`config.mk`:
```
export PLATFORM = sky130hd
export DESIGN_NAME = pipelined_adder
export DESIGN_NICKNAME = d
export VERILOG_FILES = /design/src/rtl/adder_pkg.sv /design/src/rtl/adder_slice.sv /design/src/rtl/pipelined_adder.sv
export SDC_FILE = /design/constraint.sdc
export NUM_CORES = 1
export LEC_CHECK = 0
export ABC_AREA = 1
export CELL_PAD_IN_SITES_DETAIL_PLACEMENT = 1
export CELL_PAD_IN_SITES_GLOBAL_PLACEMENT = 1
export CORE_MARGIN = 5
export CORE_UTILIZATION = 38
export CTS_CLUSTER_SIZE = 30
export DETAILED_ROUTE_END_ITERATION = 7
export PLACE_DENSITY_LB_ADDON = 0.3
export SLEW_MARGIN = 20
export SYNTH_ARGS = -nofsm -noshare
export SYNTH_HDL_FRONTEND = slang
export SYNTH_SLANG_ARGS = --single-unit
```
`constraint.sdc`:
```
create_clock -name clock -period 2 [get_ports clock]
set_input_delay 0.6 -clock clock [delete_from_list [all_inputs] [get_ports clock]]
set_output_delay 0.6 -clock clock [all_outputs]
set_load 0.1 [all_outputs]
```
`src/rtl/adder_pkg.sv`:
```
// Shared constants and elaboration helpers for the pipelined adder/subtractor.
package adder_pkg;

  localparam int unsigned DefaultWidth  = 16;
  localparam int unsigned DefaultStages = 4;

  // Field view of one stage register at default size; the top keeps the same
  // fields but trims sum_done/a_rem/b_rem to their per-stage widths.
  typedef struct packed {
    logic                    valid;
    logic [DefaultWidth-1:0] sum_done;
    logic [DefaultWidth-1:0] a_rem;
    logic [DefaultWidth-1:0] b_rem;
    logic                    carry;
  } stage_t;

  function automatic int unsigned slice_width(input int unsigned width,
                                              input int unsigned stages);
    return width / stages;
  endfunction

  // Bit offset of stage k's leftover B' bits inside the packed remainder bus.
  function automatic int unsigned b_rem_offset(input int unsigned width,
                                               input int unsigned slice,
                                               input int unsigned k);
    return k * width - (slice * k * (k + 1)) / 2;
  endfunction

  function automatic int unsigned b_rem_total(input int unsigned width,
                                              input int unsigned stages);
    int unsigned total;
    total = (width * (stages - 1)) / 2;
    return (total == 0) ? 1 : total;
  endfunction

endpackage

```
`src/rtl/adder_slice.sv`:
```
// Combinational ripple-carry adder for one pipeline slice.
module adder_slice #(
  parameter int unsigned Width = 4
) (
  input  logic [Width-1:0] a_i,
  input  logic [Width-1:0] b_i,
  input  logic             carry_i,
  output logic [Width-1:0] sum_o,
  output logic             carry_o,
  output logic             carry_msb_o
);

  logic [Width:0] c;

  always_comb begin
    c     = '0;
    sum_o = '0;
    c[0]  = carry_i;
    for (int i = 0; i < Width; i++) begin
      sum_o[i] = a_i[i] ^ b_i[i] ^ c[i];
      c[i+1]   = (a_i[i] & b_i[i]) | (c[i] & (a_i[i] ^ b_i[i]));
    end
  end

  assign carry_o     = c[Width];
  assign carry_msb_o = c[Width-1];

endmodule

```
`src/rtl/pipelined_adder.sv`:
```
// Pipelined adder/subtractor: one SLICE-bit ripple slice per stage, skewed operands,
// bubble-collapsing valid/ready flow control.
module pipelined_adder
  import adder_pkg::*;
#(
  parameter int unsigned WIDTH  = DefaultWidth,
  parameter int unsigned STAGES = DefaultStages
) (
  input  logic             clock,
  input  logic             reset_n,
  input  logic             in_valid,
  output logic             in_ready,
  input  logic [WIDTH-1:0] input_a,
  input  logic [WIDTH-1:0] input_b,
  input  logic             carry_in,
  input  logic             subtract,
  output logic             out_valid,
  input  logic             out_ready,
  output logic [WIDTH-1:0] sum,
  output logic             carry_out,
  output logic             overflow
);

  if (STAGES < 1 || (WIDTH % STAGES) != 0) begin : gen_bad_params
    $error("pipelined_adder: WIDTH must be a multiple of STAGES and STAGES >= 1");
  end

  localparam int unsigned Slice = slice_width(WIDTH, STAGES);
  localparam int unsigned BRemW = b_rem_total(WIDTH, STAGES);

  logic [STAGES-1:0] valid;
  logic [STAGES-1:0] carry;
  logic [STAGES-1:0] load;
  logic [WIDTH-1:0]  mix [STAGES];  // finished sum bits low, unprocessed A bits high
  logic [BRemW-1:0]  b_rem;         // unprocessed B' bits of every stage, packed
  logic [WIDTH-1:0]  b_eff;
  logic              cin0;

  assign b_eff = subtract ? ~input_b : input_b;
  assign cin0  = subtract | carry_in;

  // A stage may load if any stage at or below it has a bubble, or the sink accepts.
  always_comb begin
    logic bubble;
    bubble = 1'b0;
    load   = '0;
    for (int k = int'(STAGES) - 1; k >= 0; k--) begin
      bubble  = bubble | ~valid[k];
      load[k] = bubble | out_ready;
    end
  end

  assign in_ready  = load[0];
  assign out_valid = valid[STAGES-1];
  assign sum       = mix[STAGES-1];
  assign carry_out = carry[STAGES-1];

  for (genvar k = 0; k < STAGES; k++) begin : gen_stage
    localparam int unsigned Lo   = k * Slice;
    localparam int unsigned Done = Lo + Slice;
    localparam int unsigned Rem  = WIDTH - Done;
    localparam int unsigned BOff = b_rem_offset(WIDTH, Slice, k);
    localparam int unsigned POff = (k == 0) ? 0 : b_rem_offset(WIDTH, Slice, k - 1);

    logic             v_in, c_in, s_cout, s_cmsb;
    logic [Slice-1:0] a_sl, b_sl, s_sum;
    logic [WIDTH-1:0] mix_d, mix_q;
    logic             v_q, c_q;

    if (k == 0) begin : gen_src_in
      assign v_in = in_valid;
      assign c_in = cin0;
      assign a_sl = input_a[Slice-1:0];
      assign b_sl = b_eff[Slice-1:0];
    end else begin : gen_src_prev
      assign v_in          = valid[k-1];
      assign c_in          = carry[k-1];
      assign a_sl          = mix[k-1][Lo +: Slice];
      assign b_sl          = b_rem[POff +: Slice];
      assign mix_d[Lo-1:0] = mix[k-1][Lo-1:0];
    end

    adder_slice #(
      .Width(Slice)
    ) u_slice (
      .a_i        (a_sl),
      .b_i        (b_sl),
      .carry_i    (c_in),
      .sum_o      (s_sum),
      .carry_o    (s_cout),
      .carry_msb_o(s_cmsb)
    );

    assign mix_d[Lo +: Slice] = s_sum;

    if (Rem > 0) begin : gen_rem
      logic [Rem-1:0] b_rem_d, b_rem_q;

      if (k == 0) begin : gen_from_in
        assign mix_d[WIDTH-1:Done] = input_a[WIDTH-1:Done];
        assign b_rem_d             = b_eff[WIDTH-1:Done];
      end else begin : gen_from_prev
        assign mix_d[WIDTH-1:Done] = mix[k-1][WIDTH-1:Done];
        assign b_rem_d             = b_rem[POff + Slice +: Rem];
      end

      always_ff @(posedge clock or negedge reset_n) begin
        if (!reset_n) begin
          b_rem_q <= '0;
        end else if (load[k] && v_in) begin
          b_rem_q <= b_rem_d;
        end
      end

      assign b_rem[BOff +: Rem] = b_rem_q;
    end

    // Data only moves with a valid beat so the output stage keeps its last result.
    always_ff @(posedge clock or negedge reset_n) begin
      if (!reset_n) begin
        v_q   <= 1'b0;
        c_q   <= 1'b0;
        mix_q <= '0;
      end else if (load[k]) begin
        v_q <= v_in;
        if (v_in) begin
          c_q   <= s_cout;
          mix_q <= mix_d;
        end
      end
    end

    assign valid[k] = v_q;
    assign carry[k] = c_q;
    assign mix[k]   = mix_q;

    if (k == STAGES - 1) begin : gen_ovf
      logic ovf_q;
      always_ff @(posedge clock or negedge reset_n) begin
        if (!reset_n) begin
          ovf_q <= 1'b0;
        end else if (load[k] && v_in) begin
          ovf_q <= s_cmsb ^ s_cout;
        end
      end
      assign overflow = ovf_q;
    end else begin : gen_no_ovf
      logic unused_cmsb;
      assign unused_cmsb = s_cmsb;
    end
  end

endmodule

```
-- Yosys cells after proc, flatten, opt, wreduce, memory -nomap -nowiden
Index checks and enable logic that the tools add are counted.
- flip-flop bits (word level): 97
- input bits: 38
- output and inout bits: 20
- logic and storage cells: 119
- mux-type cells: 1
- bitwise logic cells: 94
- reduce and logical (&&, ||, !) cells: 8
- operators by type and width (operator ; number):
    XOR 1 bit ; 33
    bitwise AND 1 bit ; 32
    OR 1 bit ; 24
    two-way mux 16 bit ; 1
    NOT 16 bit ; 1
    AND reduction 2 bit ; 4
    logical AND 1 bit ; 4
    NOT 1 bit ; 4

-- Longest topological paths before layout
Gate-level depths: netlist of run 1.
- word-level depth: 11
- mapped depth: 12

-- Cells and area by module
From an unflattened synthesis of run 1, not the netlist that was laid out.
- cells, all modules: 471
- area total of the unflattened synthesis: 4364.2 um^2
- modules (own cells, without submodules) (module ; instances ; cells each ; area each (um^2) ; sequential area each (um^2)):
    pipelined_adder ; 1 ; 423 ; 3923.8 ; 2427.3
    adder_slice ; 4 ; 12 ; 110.1 ; 0.0

-- Worst setup path after synthesis of run 1
OpenSTA, ideal clock, no wires.
- path kind: input -> register
- start: input port subtract
- end: register gen_stage[0].mix_q[3]
- library setup time: 118 ps
- data arrival time: 2682 ps
- required time: 1882 ps
- setup slack: -800 ps
- cell stages on the path: 12
- buffers on the path: 2
- cell sequence: buf_2 -> buf_4 -> xnor2_1 -> fa_1 -> inv_1 -> fa_1 -> inv_1 -> fa_1 -> inv_1 -> fa_1 -> nand3_1 -> nand2_1
- word-level cells in the longest chain between the ends: 9
- RTL lines (what ; RTL line ; RTL):
    start: declaration ; pipelined_adder.sv:16 ; input logic subtract,
    two-way mux 16 bit ; pipelined_adder.sv:39 ; assign b_eff = subtract ? ~input_b : input_b;
    XOR 1 bit ; adder_slice.sv:21 ; c[i+1] = (a_i[i] & b_i[i]) | (c[i] & (a_i[i] ^ b_i[i]));
    bitwise AND 1 bit ; adder_slice.sv:21 ;
    OR 1 bit ; adder_slice.sv:21 ;
    bitwise AND 1 bit ; adder_slice.sv:21 ;
    OR 1 bit ; adder_slice.sv:21 ;
    bitwise AND 1 bit ; adder_slice.sv:21 ;
    OR 1 bit ; adder_slice.sv:21 ;
    XOR 1 bit * ; adder_slice.sv:20 ; sum_o[i] = a_i[i] ^ b_i[i] ^ c[i];
    via gen_stage[0].s_sum[3] ; pipelined_adder.sv:66 ; logic [Slice-1:0] a_sl, b_sl, s_sum;
    end signal: assignment ; pipelined_adder.sv:128 ; mix_q <= mix_d;
    end: declaration ; pipelined_adder.sv:67 ; logic [WIDTH-1:0] mix_d, mix_q;
Mark *: on every way through the listed nets, which the timed path passes. The rest lies on a longest branch.
A chain may end at the register's enable or synchronous reset.

-- Final worst setup path of run 1
- start: input port input_b[0]
- end: register gen_stage[0].mix_q[3]
- word-level cells in the longest chain between the ends: 10
- RTL lines (what ; RTL line ; RTL):
    start: declaration ; pipelined_adder.sv:14 ; input logic [WIDTH-1:0] input_b,
    NOT 16 bit ; pipelined_adder.sv:39 ;
    two-way mux 16 bit * ; pipelined_adder.sv:39 ;
    XOR 1 bit ; adder_slice.sv:21 ;
    bitwise AND 1 bit ; adder_slice.sv:21 ;
    OR 1 bit * ; adder_slice.sv:21 ;
    bitwise AND 1 bit * ; adder_slice.sv:21 ;
    OR 1 bit * ; adder_slice.sv:21 ;
    bitwise AND 1 bit * ; adder_slice.sv:21 ;
    OR 1 bit * ; adder_slice.sv:21 ;
    XOR 1 bit * ; adder_slice.sv:20 ;
    via gen_stage[0].s_sum[3] ; pipelined_adder.sv:66 ;
Marked as above.

==> qor.yml, run 1 <==
worst_setup_path:
  worst_r2r_path_depth: 8
  r2r_end: "gen_stage[1].mix_q[7]"
  rrSetupSlack_ps: -160
  r2r_start: "gen_stage[0].mix_q[4]"
  crit_path_max_fanout: 1
  worstPathArrival_ps: 2450
  critPathKind: "in -> reg"
  startpoint: "input_b[0]"
  setup.worst_path.end_class: "flop"
  cp.required_ps: 2230
  cp-start-kind: "input pin"
  cp-endpoint: "gen_stage[0].mix_q[3]"
clock_tree:
  clkTransAtPathRegs_ps: 60
  clkSinkCount: 97
  tritoncts: "done"
  h-tree-depth: 3
  cts_hold_buf: 0
  clock_latency_ps: 330
  cts_buffers: 9
  clock_path_buffers: 2
  clockRootBuffer: "clkbuf_16"
placement:
  hpwl_um: 6640
  dpl-instance-area_um2: 5320
  io_buffers: 57
  gp_congestion: 0.709
final_layout:
  post-route-util: 0.528
  syn_to_final_growth_pct: 34.4
  final_cell_mix: "147 x nand2_1, 95 x dfrtp_1, 58 x nand3_1"
  antennaDiodeCount: 0
  layout_commonest_cell: "nand2_1"
  final_area_um2: 5770
  fin_nets: 582
  drive_gt1_frac: 0.198
logic_synthesis:
  synth_nets: 508
  ys_ff_latch: 97
  synth_top_area_frac: 0.565
  synth.area.top_cells: "dfrtp_1 57%, nand2_1 13%, fa_1 7.5%"
  muxShareOfSynthArea: 0
  synth_fa_ha_area_frac: 0.0746
  yosys.area.top_type: "dfrtp_1"
  synth-xor-area-share: 0.0347
  synth_area_um2: 4290
  synth_cells: 454
  ys.warnings.count: 0
  avgSynthCellArea_um2: 9.46
  synth_simple_gate_area_frac: 0.219
  synth-compound-area-share: 0.0396
  yosysSeqAreaShare: 0.565
  synth_top_family_by_area: "simple AND/OR/NAND/NOR gates"
  ys_types: 18
global_route:
  track_usage: 0.153
  grt_first_pass_wirelength_um: 16500
  grt_max_degree: 46
  busiest_layer: "met2"
  grt_util_met3: 0.0352
  antenna_found_initial: 0
  grt_overflow: 0
  grt.met1_usage: 0.201
  use_met2: 0.255
  grt_pass1_vias: 3462
sta:
  rsz0062_at_grt: "yes"
  max_slew.worst_pin.slew_ps: 347
  hold_viol: 0
  totalNegativeSetupSlack_ps: -708
  setup_viol_count_final: 6
  fin_crit_sh: 1.11
  skew_ps: 4.13
  fmax_ghz: 0.450
  maxSlewViolCount: 0
  fin_ws_ps: -222
  layout_min_cycle_time_ps: 2220
  max_slew_margin: 0.768
job:
  maxCapViolCount: 0
routing:
  route.detailed.drc: 0
  wl_per_cell_um: 14.0
  via_per_inst: 4.72
  drtIter0Drc: 131
  ant_nets: 0
  num_vias: 3169
  routed_wl_um: 9410
  first_pass_iters: 4
floorplanning:
  die_h_um: 116
  fp.dieW_um: 116
  ios: 58
  start_util: 0.393
  die_area_um2: 13500
  core_area_um2: 10900
  rows: 38
outcome:
  status: "finished, violations left"
  violations: "setup timing"
power_and_ir_drop:
  p_int_mw: 5.44
  power_per_cell_area_nw_per_um2: 1620
  ir_worst_vdd_v: 0.00122
  power_switching_share: 0.419
  clock_power_share: 0.189
  seq_power_share: 0.342
  finalPower_mw: 9.37
  combPwrFrac: 0.469
  power.switching_mw: 3.93
  total_leakage_power_nw: 2.86
worst_hold_path:
  min_path_type: "in -> async"
==> stage by stage <==
stage	hold slack, ps	worst slack (ps)	std cells
floorplan	304	-633	454
global placement	457	-1010	645
detailed placement	460	-1140	645
CTS	170	-317	665
global route	187	-276	671
finish	172	-222	671
==> final cells by class <==
cell class	count	area [um2]
inverter	39	146
tap	140	175
timing repair buffer	88	1050
sequential	97	2430
multi-input combinational	293	1670
clock buffer	10	229
clock inverter	4	70.1
fill	1234	5170
==> Yosys cell counts, drive strengths merged <==
| cell | n |
|---|---|
| a21oi | 14 |
| inv | 39 |
| fa | 16 |
| nor2 | 16 |
| nand2 | 149 |
| xnor2 | 2 |
| dfrtp | 97 |
| o21ai | 20 |
| clkbuf | 8 |
| xor2 | 15 |
| nand3 | 61 |
| buf | 17 |
==> sequential cells by signal, indices dropped and copies added (netlist names) <==
name and cells:
carry_out 1, gen_stage.c_q 3, gen_stage.gen_rem.b_rem_q 24, gen_stage.mix_q 48, gen_stage.v_q 3, out_valid 1
overflow 1, sum 16
==> cells by family after synthesis <==
logic type	count (synthesis)
buffers and inverters	64
AND/OR/NAND/NOR	226
flip-flops	97
adder cells (fa/ha/maj)	16
AO/OA/AOI/OAI	34
XOR/XNOR	17
==> how the worst min path moves through the flow <==
stage,from,to,cells past startpoint
after floorplan,reset_n,carry_out,0
after global placement,gen_stage[1].mix_q[12],gen_stage[1].mix_q[12],2
after detailed placement,gen_stage[0].gen_rem.b_rem_q[8],gen_stage[0].gen_rem.b_rem_q[8],2
after CTS,reset_n,sum[2],1
after global routing,reset_n,gen_stage[2].mix_q[4],1
final,reset_n,gen_stage[2].mix_q[4],1
==> metal layers <==
| metal | up-vias | part of all wire |
|---|---|---|
| met5 | - | 0 |
| met3 | 12 | 0.048 |
| li1 | 1557 | - |
| met1 | 1530 | 0.45 |
| met4 | 0 | 0.013 |
| met2 | 70 | 0.49 |
==> power by group through the flow <==
stage | clock [mW] | combinational, mW | sequential [mW]
CTS | 1.81 | 4.36 | 3.23
global placement | 0 | 4.07 | 3.20
detailed placement | 0 | 4.18 | 3.24
global route | 1.89 | 4.78 | 3.29
floorplan | 0 | 1.44 | 4.39
finish | 1.77 | 4.40 | 3.20
==> timing repair <==
item                                    in CTS  in global routing
endpoints found under the setup margin      11                 11
buffers inserted                             6                  7
gates resized for setup                     43                  5
pin swaps                                   16                 16
==> worst max-delay path, cell delays in order <==
cell	delay, ps
buf_8	100
xnor2_4	130
fa_2	380
inv_2	60
fa_2	180
inv_2	40
fa_2	330
inv_2	70
fa_1	400
nand3_1	100
nand2_1	60
Power figures use the tool's default switching activity.
==> run 2, diff against run 1 <==
TNS_END_PERCENT = 30   (was unset)
==> run 2 against run 1 <==
Clock skew increased by 3.6 ps. Largest cell class unchanged. Sequential share of layout area increased by 0.72 points. Combinational power decreased by 3%. The flow still finishes with violations (setup timing). Via count decreased by 2.9%. Critical path type unchanged.
==> qor.yml, run 2 (synthesized netlist as in run 1, its figures left out) <==
placement:
  hpwl_um: 6760  # +1.9%
  dp_cells: 649  # +0.62%
  gp_congestion: 0.712  # +0.41%
  io_buffers: 57  # unchanged
  dpl-instance-area_um2: 5350  # +0.59%
power_and_ir_drop:
  power_per_cell_area_nw_per_um2: 1590  # -2.3%
  ir_worst_vdd_v: 0.00122  # +0.33%
  total_leakage_power_nw: 2.82  # -1.4%
final_layout:
  layout_commonest_cell: "nand2_1"
  final_area_um2: 5670  # -1.7%
  drive_gt1_frac: 0.186  # -0.0114
  regMostFlops: "gen_stage.mix_q"
  final.fill_count: 1240  # +0.49%
  fin_nets: 575  # -1.2%
  antennaDiodeCount: 0  # unchanged
  largest_register_ffs: 48  # unchanged
  syn_to_final_growth_pct: 32.1
  instances_no_fill: 666  # -0.75%
  final_cell_mix: "147 x nand2_1, 95 x dfrtp_1, 59 x nand3_1"
floorplanning:
  core_area_um2: 10900  # unchanged
  fp.dieW_um: 116  # unchanged
  rows: 38  # unchanged
  ios: 58  # unchanged
  start_util: 0.393  # unchanged
  die_area_um2: 13500  # unchanged
  die_h_um: 116  # unchanged
sta:
  skew_ps: 7.75  # +3.61 ps
  maxSlewViolCount: 0  # unchanged
  fin_ws_ps: -159  # +63.0 ps
  max_slew_margin: 0.756  # -0.0121
  hold_viol: 0  # unchanged
  fin_crit_sh: 1.08  # -0.0315
  setup_viol_count_final: 6  # unchanged
  fmax_ghz: 0.463  # +2.9%
  layout_min_cycle_time_ps: 2160  # -63.0 ps
  rsz0062_at_grt: "yes"
  max_slew.worst_pin.slew_ps: 366  # +18.1 ps
worst_setup_path:
  setup.worst_path.end_class: "flop"
  cp.required_ps: 2230  # about the same
  critPathKind: "in -> reg"
  worstPathArrival_ps: 2380  # -70 ps
  crit_path_top_delay_cell: "fa_1"
  worstPathCellList: "buf_8 > xnor2_4 > fa_2 > inv_2 > fa_2 > inv_2 > fa_2 > inv_2 > fa_1 > nand3_1 > nand2_1"
  crit_buf_inv: 4  # unchanged
  critPathTopFamily: "adder cells"
  cp-start-kind: "input pin"
  slowest_delay_ps: 380  # -20 ps
  crit_path_max_fanout: 1  # unchanged
routing:
  wl_per_cell_um: 13.2  # -6.1%
  routed_wl_um: 8770  # -6.8%
  ant_nets: 0  # unchanged
  route.detailed.drc: 0  # unchanged
  num_vias: 3076  # -2.9%
  via_per_inst: 4.62  # -2.2%
  first_pass_iters: 4  # unchanged
  drtIter0Drc: 129  # -1.5%
worst_hold_path:
  min_path_type: "in -> async"
global_route:
  grt_max_degree: 37  # -20%
  grt_first_pass_wirelength_um: 15400  # -6.7%
  grt_overflow: 0  # unchanged
  grt_pass1_vias: 3251  # -6.1%
  track_usage: 0.143  # -0.0107
  antenna_found_initial: 0  # unchanged
outcome:
  violations: "setup timing"
  status: "finished, violations left"
clock_tree:
  cts_hold_buf: 0  # unchanged
  tritoncts: "done"
  clock_latency_ps: 340  # about the same
  cts_buffers: 9  # unchanged
  clkSinkCount: 97  # unchanged
  h-tree-depth: 3  # unchanged
  clock_path_buffers: 2  # unchanged
  clkTransAtPathRegs_ps: 60  # about the same
  clockRootBuffer: "clkbuf_16"
job:
  maxCapViolCount: 0  # unchanged
[run 2: timing repair]
item / CTS / global route
endpoints found under the hold margin: 0 / 0
setup endpoints to repair: 11 / 10
setup buffers: 0 / 1
pin swaps: 14 / 11
resized for setup: 38 / 17
[run 2: power by group]
part | internal (mW) | switching [mW] | total [mW] | leakage [nW]
Clock | 0.833 | 0.692 | 1.53 | 0.128
Combinational | 1.61 | 2.64 | 4.26 | 1.51
Sequential | 2.69 | 0.532 | 3.22 | 1.18
Total | 5.13 | 3.87 | 9.00 | 2.82
[run 2: worst reg2reg max path, stage by stage, from the launching register on]
cell and delay [ps]:
dfrtp_1 400, fa_2 390, inv_2 70, fa_2 190, inv_2 40, fa_2 330, inv_2 60, fa_1 430
o21ai_1 150
[run 2: metal layers]
metal	wire length, um	share of wire	GRT usage
met1	4180	0.48	0.192
met2	4040	0.46	0.227
met3	433	0.049	0.0363
met4	118	0.013	0.0464
met5	0	0	0
[run 2: layout make-up]
cell class | count | area (um2) | area share
clock buffers | 10 | 229 | 0.0404
clock inverters | 6 | 35.0 | 0.00618
inverters | 39 | 146 | 0.0258
well taps | 140 | 175 | 0.0309
repair buffers | 81 | 1000 | 0.177
multi-input cells | 293 | 1650 | 0.291
flip-flops and latches | 97 | 2430 | 0.428
[run 2: metrics by stage]
stage	hold slack [ps]	util	setup WS [ps]	power [mW]	TNS (ps)
after detailed placement	461	0.489	-1130	7.44	-10260
after floorplan	304	-	-638	5.79	-2120
after CTS	178	0.517	-317	9.09	-1010
after global placement	458	0.489	-1040	7.25	-8800
final	175	0.519	-159	9.00	-561
after global routing	202	0.519	-226	9.59	-1000
[run 2: path summary, 6_finish.rpt]
check / start / to / slack [ps] / cells past startpoint
worst min register to register: gen_stage[0].gen_rem.b_rem_q[5] / gen_stage[0].gen_rem.b_rem_q[5] / 480 / 2
worst max register to register: gen_stage[0].mix_q[4] / gen_stage[1].mix_q[7] / -140 / 8
min in group clock: gen_stage[0].gen_rem.b_rem_q[5] / gen_stage[0].gen_rem.b_rem_q[5] / 480 / 2
max in group asynchronous: reset_n / gen_stage[2].v_q / 1240 / 2
worst max-delay path: input_b[0] / gen_stage[0].mix_q[3] / -160 / 11
worst min-delay path: reset_n / gen_stage[2].mix_q[2] / 180 / 1
